**config.mk**
```make
export PLATFORM = sky130hd
export DESIGN_NAME = axi_read_router
export DESIGN_NICKNAME = d
export VERILOG_FILES = /design/src/rtl/axi_read_router.sv
export SDC_FILE = /design/constraint.sdc
export NUM_CORES = 1
export LEC_CHECK = 0
export BUFFER_PORTS_ARGS = -buffer_cell sky130_fd_sc_hd__buf_2
export CORE_AREA = 2 2 197 199
export CTS_CLUSTER_SIZE = 14
export DETAILED_ROUTE_END_ITERATION = 16
export DIE_AREA = 0 0 199 201
export PLACE_DENSITY = 0.48
export SYNTH_ARGS = -nofsm -noshare
export SYNTH_HDL_FRONTEND = slang
export SYNTH_SLANG_ARGS = --single-unit
```
**constraint.sdc**
```tcl
create_clock -name ACLK -period 6.7 [get_ports ACLK]
set_clock_uncertainty 0.1 [all_clocks]
set_input_delay 1.005 -clock ACLK [delete_from_list [all_inputs] [get_ports ACLK]]
set_output_delay 1.005 -clock ACLK [all_outputs]
set_load 0.01 [all_outputs]
```
**src/rtl/axi_read_router.sv**
```systemverilog
// Read-side router: captures the granted master's AR request, forwards it to one slave and
// returns R beats through a single-entry register slice; unmapped reads get DECERR beats.
module axi_read_router #(
  parameter int unsigned NUM_S = 6,
  parameter int unsigned IDM   = 4,
  parameter int unsigned IDS   = 8
) (
  input  logic                 ACLK,
  input  logic                 ARESETn,
  input  logic [3:0]           AR_arbiter,
  input  logic [IDM-1:0]       ARID_M0,
  input  logic [31:0]          ARADDR_M0,
  input  logic [3:0]           ARLEN_M0,
  input  logic [2:0]           ARSIZE_M0,
  input  logic [1:0]           ARBURST_M0,
  input  logic                 ARVALID_M0,
  output logic                 ARREADY_M0,
  input  logic [IDM-1:0]       ARID_M1,
  input  logic [31:0]          ARADDR_M1,
  input  logic [3:0]           ARLEN_M1,
  input  logic [2:0]           ARSIZE_M1,
  input  logic [1:0]           ARBURST_M1,
  input  logic                 ARVALID_M1,
  output logic                 ARREADY_M1,
  output logic [IDM-1:0]       RID_M0,
  output logic [31:0]          RDATA_M0,
  output logic [1:0]           RRESP_M0,
  output logic                 RLAST_M0,
  output logic                 RVALID_M0,
  input  logic                 RREADY_M0,
  output logic [IDM-1:0]       RID_M1,
  output logic [31:0]          RDATA_M1,
  output logic [1:0]           RRESP_M1,
  output logic                 RLAST_M1,
  output logic                 RVALID_M1,
  input  logic                 RREADY_M1,
  output logic [IDS-1:0]       ARID_S,
  output logic [31:0]          ARADDR_S,
  output logic [3:0]           ARLEN_S,
  output logic [2:0]           ARSIZE_S,
  output logic [1:0]           ARBURST_S,
  output logic [NUM_S-1:0]     ARVALID_S,
  input  logic [NUM_S-1:0]     ARREADY_S,
  input  logic [NUM_S*IDS-1:0] RID_S,
  input  logic [NUM_S*32-1:0]  RDATA_S,
  input  logic [NUM_S*2-1:0]   RRESP_S,
  input  logic [NUM_S-1:0]     RLAST_S,
  input  logic [NUM_S-1:0]     RVALID_S,
  output logic [NUM_S-1:0]     RREADY_S,
  output logic                 proto_err
);

  typedef enum logic [1:0] {StIdle, StAddr, StData, StDerr} state_e;
  state_e state_q, state_d;

  logic [IDM-1:0] id_q;
  logic [31:0]    addr_q;
  logic [3:0]     len_q;
  logic [2:0]     size_q;
  logic [1:0]     burst_q;
  logic           mst_q;
  logic [2:0]     tgt_q;
  logic           full_q;
  logic [IDS-1:0] sid_q;
  logic [31:0]    sdata_q;
  logic [1:0]     sresp_q;
  logic [3:0]     cnt_q;
  logic           perr_q;

  logic           gnt_mst, sel_arvalid, capture;
  logic [2:0]     gnt_tgt, sidx;
  logic           s_arready, s_rvalid, s_rlast, s_rready, load;
  logic [IDS-1:0] s_rid;
  logic [31:0]    s_rdata;
  logic [1:0]     s_rresp;
  logic           m_rready, m_rvalid, m_last, pop;
  logic [4:0]     ld_idx;
  logic [IDM-1:0] r_id;
  logic [31:0]    r_data;
  logic [1:0]     r_resp;

  assign gnt_mst     = AR_arbiter[0];
  assign gnt_tgt     = AR_arbiter[3:1];
  assign sel_arvalid = gnt_mst ? ARVALID_M1 : ARVALID_M0;
  assign capture     = (state_q == StIdle) && (gnt_tgt != 3'd0) && sel_arvalid;
  assign sidx        = tgt_q - 3'd1;

  always_comb begin
    s_arready = 1'b0;
    s_rvalid  = 1'b0;
    s_rlast   = 1'b0;
    s_rid     = '0;
    s_rdata   = '0;
    s_rresp   = '0;
    for (int unsigned i = 0; i < NUM_S; i++) begin
      if (sidx == i[2:0]) begin
        s_arready = ARREADY_S[i];
        s_rvalid  = RVALID_S[i];
        s_rlast   = RLAST_S[i];
        s_rid     = RID_S[i*IDS +: IDS];
        s_rdata   = RDATA_S[i*32 +: 32];
        s_rresp   = RRESP_S[i*2 +: 2];
      end
    end
  end

  assign m_rready = mst_q ? RREADY_M1 : RREADY_M0;
  assign m_rvalid = ((state_q == StData) && full_q) || (state_q == StDerr);
  assign m_last   = (cnt_q == len_q);
  assign pop      = m_rvalid && m_rready;
  // Index of the beat a slave load would carry; counts the beat still sitting in the slice.
  assign ld_idx   = {1'b0, cnt_q} + {4'd0, full_q};
  assign s_rready = (state_q == StData) && (!full_q || m_rready) && (ld_idx <= {1'b0, len_q});
  assign load     = s_rready && s_rvalid;

  always_ff @(posedge ACLK) begin
    if (!ARESETn) begin
      state_q <= StIdle;
    end else begin
      state_q <= state_d;
    end
  end

  always_comb begin
    state_d = state_q;
    unique case (state_q)
      StIdle: if (capture) state_d = (gnt_tgt == 3'd7) ? StDerr : StAddr;
      StAddr: if (s_arready) state_d = StData;
      StData: if (pop && m_last) state_d = StIdle;
      StDerr: if (pop && m_last) state_d = StIdle;
    endcase
  end

  always_ff @(posedge ACLK) begin
    if (!ARESETn) begin
      id_q    <= '0;
      addr_q  <= '0;
      len_q   <= '0;
      size_q  <= '0;
      burst_q <= '0;
      mst_q   <= 1'b0;
      tgt_q   <= '0;
      full_q  <= 1'b0;
      sid_q   <= '0;
      sdata_q <= '0;
      sresp_q <= '0;
      cnt_q   <= '0;
      perr_q  <= 1'b0;
    end else begin
      if (capture) begin
        mst_q   <= gnt_mst;
        tgt_q   <= gnt_tgt;
        id_q    <= gnt_mst ? ARID_M1    : ARID_M0;
        addr_q  <= gnt_mst ? ARADDR_M1  : ARADDR_M0;
        len_q   <= gnt_mst ? ARLEN_M1   : ARLEN_M0;
        size_q  <= gnt_mst ? ARSIZE_M1  : ARSIZE_M0;
        burst_q <= gnt_mst ? ARBURST_M1 : ARBURST_M0;
      end
      if (load) begin
        full_q  <= 1'b1;
        sid_q   <= s_rid;
        sdata_q <= s_rdata;
        sresp_q <= s_rresp;
      end else if (pop) begin
        full_q  <= 1'b0;
      end
      if (pop) cnt_q <= m_last ? 4'd0 : cnt_q + 4'd1;
      // The counter-derived last flag governs; a disagreeing slave RLAST is only recorded.
      if (load && (s_rlast != (ld_idx == {1'b0, len_q}))) perr_q <= 1'b1;
    end
  end

  assign r_id   = (state_q == StDerr) ? id_q  : sid_q[IDM-1:0];
  assign r_data = (state_q == StDerr) ? '0    : sdata_q;
  assign r_resp = (state_q == StDerr) ? 2'b11 : sresp_q;

  always_comb begin
    ARREADY_M0 = capture && !gnt_mst;
    ARREADY_M1 = capture && gnt_mst;
    ARID_S     = '0;
    ARADDR_S   = '0;
    ARLEN_S    = '0;
    ARSIZE_S   = '0;
    ARBURST_S  = '0;
    if (state_q == StAddr) begin
      ARID_S    = {(IDS-IDM)'(mst_q ? 2 : 1), id_q};
      ARADDR_S  = addr_q;
      ARLEN_S   = len_q;
      ARSIZE_S  = size_q;
      ARBURST_S = burst_q;
    end
    for (int unsigned i = 0; i < NUM_S; i++) begin
      ARVALID_S[i] = (state_q == StAddr) && (sidx == i[2:0]);
      RREADY_S[i]  = s_rready && (sidx == i[2:0]);
    end
    RVALID_M0 = 1'b0;
    RID_M0    = '0;
    RDATA_M0  = '0;
    RRESP_M0  = '0;
    RLAST_M0  = 1'b0;
    RVALID_M1 = 1'b0;
    RID_M1    = '0;
    RDATA_M1  = '0;
    RRESP_M1  = '0;
    RLAST_M1  = 1'b0;
    if (m_rvalid) begin
      if (mst_q) begin
        RVALID_M1 = 1'b1;
        RID_M1    = r_id;
        RDATA_M1  = r_data;
        RRESP_M1  = r_resp;
        RLAST_M1  = m_last;
      end else begin
        RVALID_M0 = 1'b1;
        RID_M0    = r_id;
        RDATA_M0  = r_data;
        RRESP_M0  = r_resp;
        RLAST_M0  = m_last;
      end
    end
  end

  assign proto_err = perr_q;

endmodule

```
# [After elaboration in Yosys (flattened, before gate mapping)]
# Cells that the tools add are included.
[word_totals] reg_bits=95 in_bits=370 out_inout_bits=144
[op_classes] add_sub_neg=3 magnitude_cmp=1 eq_ne=15 n_mux=80 reduce_logical=33
[op_table] operator="32-bit 2-to-1 mux" n=13
[op_table] operator="4-bit 2-to-1 mux" n=15
[op_table] operator="2-bit 2-to-1 mux" n=18
[op_table] operator="1-bit 2-to-1 mux" n=30
[op_table] operator="1-bit logical AND" n=23
[op_table] operator="3-bit == test (second input constant)" n=3
[op_table] operator="3-bit by 2-bit == test with 1-bit output (second input constant)" n=2
[op_table] operator="3-bit 2-to-1 mux" n=2
[op_table] operator="6-bit 2-to-1 mux" n=1
[op_table] operator="2-bit case mux with 3 select lines" n=1
[op_table] operator="4-bit by 1-bit adder with 5-bit output" n=1
[op_table] operator="5-bit by 4-bit == test with 1-bit output" n=1
[op_table] operator="5-bit by 4-bit <= comparator with 1-bit output" n=1
[op_table] operator="4-bit by 1-bit adder with 4-bit output (second input constant)" n=1
[op_table] operator="2-bit == test (second input constant)" n=2
[op_table] operator="4-bit == test" n=1
[op_table] operator="2-bit inequality test (second input constant)" n=2
[op_table] operator="3-bit by 1-bit == test with 1-bit output (second input constant)" n=1
[op_table] operator="3-bit zero test" n=1
[op_table] operator="3-bit AND reduction" n=1
[op_table] operator="3-bit nonzero test" n=1
[op_table] operator="3-bit by 1-bit subtractor with 3-bit output (second input constant)" n=1
[op_table] operator="2-bit by 1-bit == test with 1-bit output (second input constant)" n=1
[op_table] operator="1-bit zero test" n=2
[op_table] operator="other kinds (6)" n=7

# [Depth between registers and ports, before layout]
[depth] depth_word=10 depth_mapped=10

# [Least setup slack after synthesis]
# No wires, ideal clock.
[synth_timing] path_kind="flip-flop to output port" start="register cnt_q[0]" end="output RREADY_S[1]" arrival_time_ns=2.123 required_ns=5.595 path_slack_ns=3.472 stages_incl_launch_ff=10 path_cell_list="dfxtp_1 ha_1 ha_1 ha_1 nor2b_1 o211ai_1 a21boi_0 or2_0 clkbuf_1 nor3_1"
[synth_via] elab_chain_cells=4
[synth_lines] element="from (decl)" line="67" text="logic [3:0] cnt_q;"
[synth_lines] element="from (signal assigned)" line="167" text="if (pop) cnt_q <= m_last ? 4'd0 : cnt_q + 4'd1;"
[synth_lines] element="4-bit by 1-bit adder with 5-bit output" line="112" text="assign ld_idx = {1'b0, cnt_q} + {4'd0, full_q};"
[synth_lines] element="5-bit by 4-bit <= comparator with 1-bit output" line="113" text="assign s_rready = (state_q == StData) && (!full_q || m_rready) && (ld_idx <= {1'b0, len_q});"
[synth_lines] element="1-bit logical AND" line="113"
[synth_lines] element="1-bit logical AND" line="194" text="RREADY_S[i] = s_rready && (sidx == i[2:0]);"
[synth_lines] element="to (decl)" line="49" text="output logic [NUM_S-1:0] RREADY_S,"
# Every way passes these cells.

# [Final worst setup path]
[layout_timing] start="register state_q[1]" end="output RDATA_M0[0]"
[layout_via] elab_chain_cells=4
[layout_lines] element="from (decl)" line="54" text="state_e state_q, state_d;"
[layout_lines] element="from (signal assigned)" line="118" text="state_q <= StIdle;"
[layout_lines] element="from (signal assigned)" line="120" text="state_q <= state_d;"
[layout_lines] element="2-bit == test (on tied branches)" line="108, 174"
[layout_lines] element="32-bit 2-to-1 mux or 1-bit logical AND (tied branches)" line="174, 108"
[layout_lines] element="32-bit 2-to-1 mux or 1-bit logical OR (tied branches)" line="207, 108"
[layout_lines] element="32-bit 2-to-1 mux *" line="206" text="if (m_rvalid) begin"
[layout_lines] element="to (decl)" line="26" text="output logic [31:0] RDATA_M0,"
# Mark *: on every way between the ends. The rest lies on a longest branch, timed or not.

==> results.toml <==
[worst_hold_path]
hold_path.class = "register to register"

[clock_network]
clk_pin_slew_worst_paths_ns = 0.08
cts_hold_buf = 0
tritoncts = "yes"
root_buffer = "clkbuf_16"
clockBufferDepth = 2
cts_buffers = 9
cts_sinks = 95
cts-resized-gates = 0
cts_setup_buffers = 0
htreeDepth = 3
insertion_delay_ns = 0.36

[sta]
relSlewSlack_pct = 21.0
period_needed_ns = 4.32
fmax_mhz = 231
rsz0062_at_grt = "no"
worstMarginPinSlew_ns = 1.18
holdWs_ns = 0.362
slew_viol_final = 0
setup_viol = 0
period_share_pct = 64.5
setup-tns-final_ns = 0
hold_violations = 0

[place]
port_buffers = 487
place.gp.congestion = 0.811
hpwl_mm = 24.7

[detailed_routing]
viasPerCell = 4.58
drt_iter0_markers = 557
drt_pass1_iterations = 9
ant_nets = 0
drt-wirelength-per-cell_um = 18.4
wirelength_mm = 32.9
vias = 8186
route.detailed.drc = 0

[grt]
grt_pass1_vias = 8054
grt_antenna_before_repair = 2
grt_pass1_wl_mm = 47.6
overflow = 0
grt_max_degree = 81
grt_use_total_pct = 15.6

[synthesis]
async_flop_share_pct = 0
synth_top_area_share_pct = 27.3
netlist_top_cells_area = "dfxtp_1, mux2i_1, and2_1"
synth_edf_count = 0
synthCells = 843
ys_seq_elements = 95
synthDistinctLibCells = 52
yosysTopAreaCell = "dfxtp_1"
synth_area_um2 = 6960
postSynthAreaPerCell_um2 = 8.25
synthFlopType = "dfxtp_1"
yosys_warnings = 0
ys_seq_area_share_pct = 27.3

[finish]
seq_area_um2 = 1910
multiInputGateArea_um2 = 4490
final_layout_size_suffix_gt1_share_pct = 45.0
area_growth_pct = 44.8
final_nets = 1641
fillers = 4236
final_cell_mix = "buf_2, dfxtp_1, mux2i_1"
final_common_cell = "buf_2"

[floorplanning]
die_w_um = 199
initial_core_util_pct = 18.3
dieHeight_um = 201
die_area_um2 = 40000
core_area_um2 = 38100
io_pins = 514
rows = 72

[worst_setup_path]
critical_path.startpoint_type = "register"
cp_max_fo = 33
setup.worst_path.class = "register to output port"
end_kind = "output port"
worstPathArrival_ns = 3.22
worstPathRequired_ns = 5.59

[power_and_ir_drop]
ir_drop_mv = 0.125
p_per_area_nw_per_um2 = 171
power.leakage_nw = 4.82

[status]
status = "finished, final reports clean"

[job]
cap_violations = 0
## power by group
group | internal [mW] | total [mW] | leakage, nW | switching, mW
clock network | 0.261 | 0.528 | 0.137 | 0.267
logic | 0.252 | 0.543 | 3.90 | 0.290
registers | 0.601 | 0.656 | 0.776 | 0.0546
total | 1.11 | 1.73 | 4.82 | 0.612
## synthesized netlist by cell type, drive strengths merged (10+ instances only)
cell type	instances
dfxtp	95
and2	77
a21oi	10
nand2	48
nor2	76
buf	25
a222oi	45
mux2i	87
mux2	41
a221o	39
o221ai	38
clkbuf	67
nand3	43
and3	32
inv	51
## routing by layer
metal	up-vias	routed length (µm)	track usage (%)
li1	3956	-	-
met3	31	1920	2.34
met4	0	623	4.24
met2	340	16600	28.3
met5	-	0	0
met1	3859	13800	19.1
## final timing paths
check / to / slack (ns) / startpoint / depth (start not counted)
min reg2reg: sdata_q[19] / 0.36 / sdata_q[19] / 2
max: RDATA_M0[0] / 2.38 / state_q[1] / 5
min: sdata_q[19] / 0.36 / sdata_q[19] / 2
max reg2reg: sdata_q[25] / 2.89 / tgt_q[1] / 6
## worst max-delay path, stage by stage (launching register included)
cell	delay (ns)
dfxtp_1	0.79
o21ai_1	0.20
or2_2	0.44
inv_1	0.89
and3_1	0.35
buf_2	0.16
## final cells by class
cell class	instances	area share, %
clock inverter	6	0.522
inverter	51	1.90
tap	518	6.43
sequential	95	19.0
antenna	1	0.0248
timing repair buffer	501	25.2
multi-input combinational	606	44.6
clock buffer	10	2.27
## logic make-up (layout without fill, tap and decap cells)
group                    after synthesis  in the layout  share of synthesized area (%)
AO/OA/AOI/OAI                        155            155                           20.2
XOR/XNOR                               7              7                          0.881
adder cells (fa/ha/maj)                7              7                           1.26
buffers and inverters                143            568                           8.63
flip-flops                            95             95                           27.3
multiplexers                         128            128                           19.2
other                                  1              3                         0.0539
AND/OR/NAND/NOR                      307            307                           22.5
## metrics by stage
| stage | worst slack [ns] | utilization (%) | area [µm²] | power [mW] | std cells |
|---|---|---|---|---|---|
| floorplan | 3.47 | - | 6960 | 0.984 | 844 |
| global placement | 2.84 | 25.7 | 9790 | 1.21 | 1771 |
| detailed placement | 2.75 | 25.7 | 9790 | 1.22 | 1771 |
| CTS | 2.34 | 26.4 | 10100 | 1.77 | 1787 |
| global route | 2.09 | 26.4 | 10100 | 1.84 | 1788 |
| finish | 2.38 | 26.4 | 10100 | 1.73 | 1788 |
## flip-flops by register name (all words and copies together), names as in the netlist, 2 cells and up
name,flops
cnt_q,4
state_q,2
len_q,4
id_q,4
sresp_q,2
tgt_q,3
size_q,3
burst_q,2
sid_q,4
sdata_q,32
addr_q,32
(Power assumes the default switching activity.)
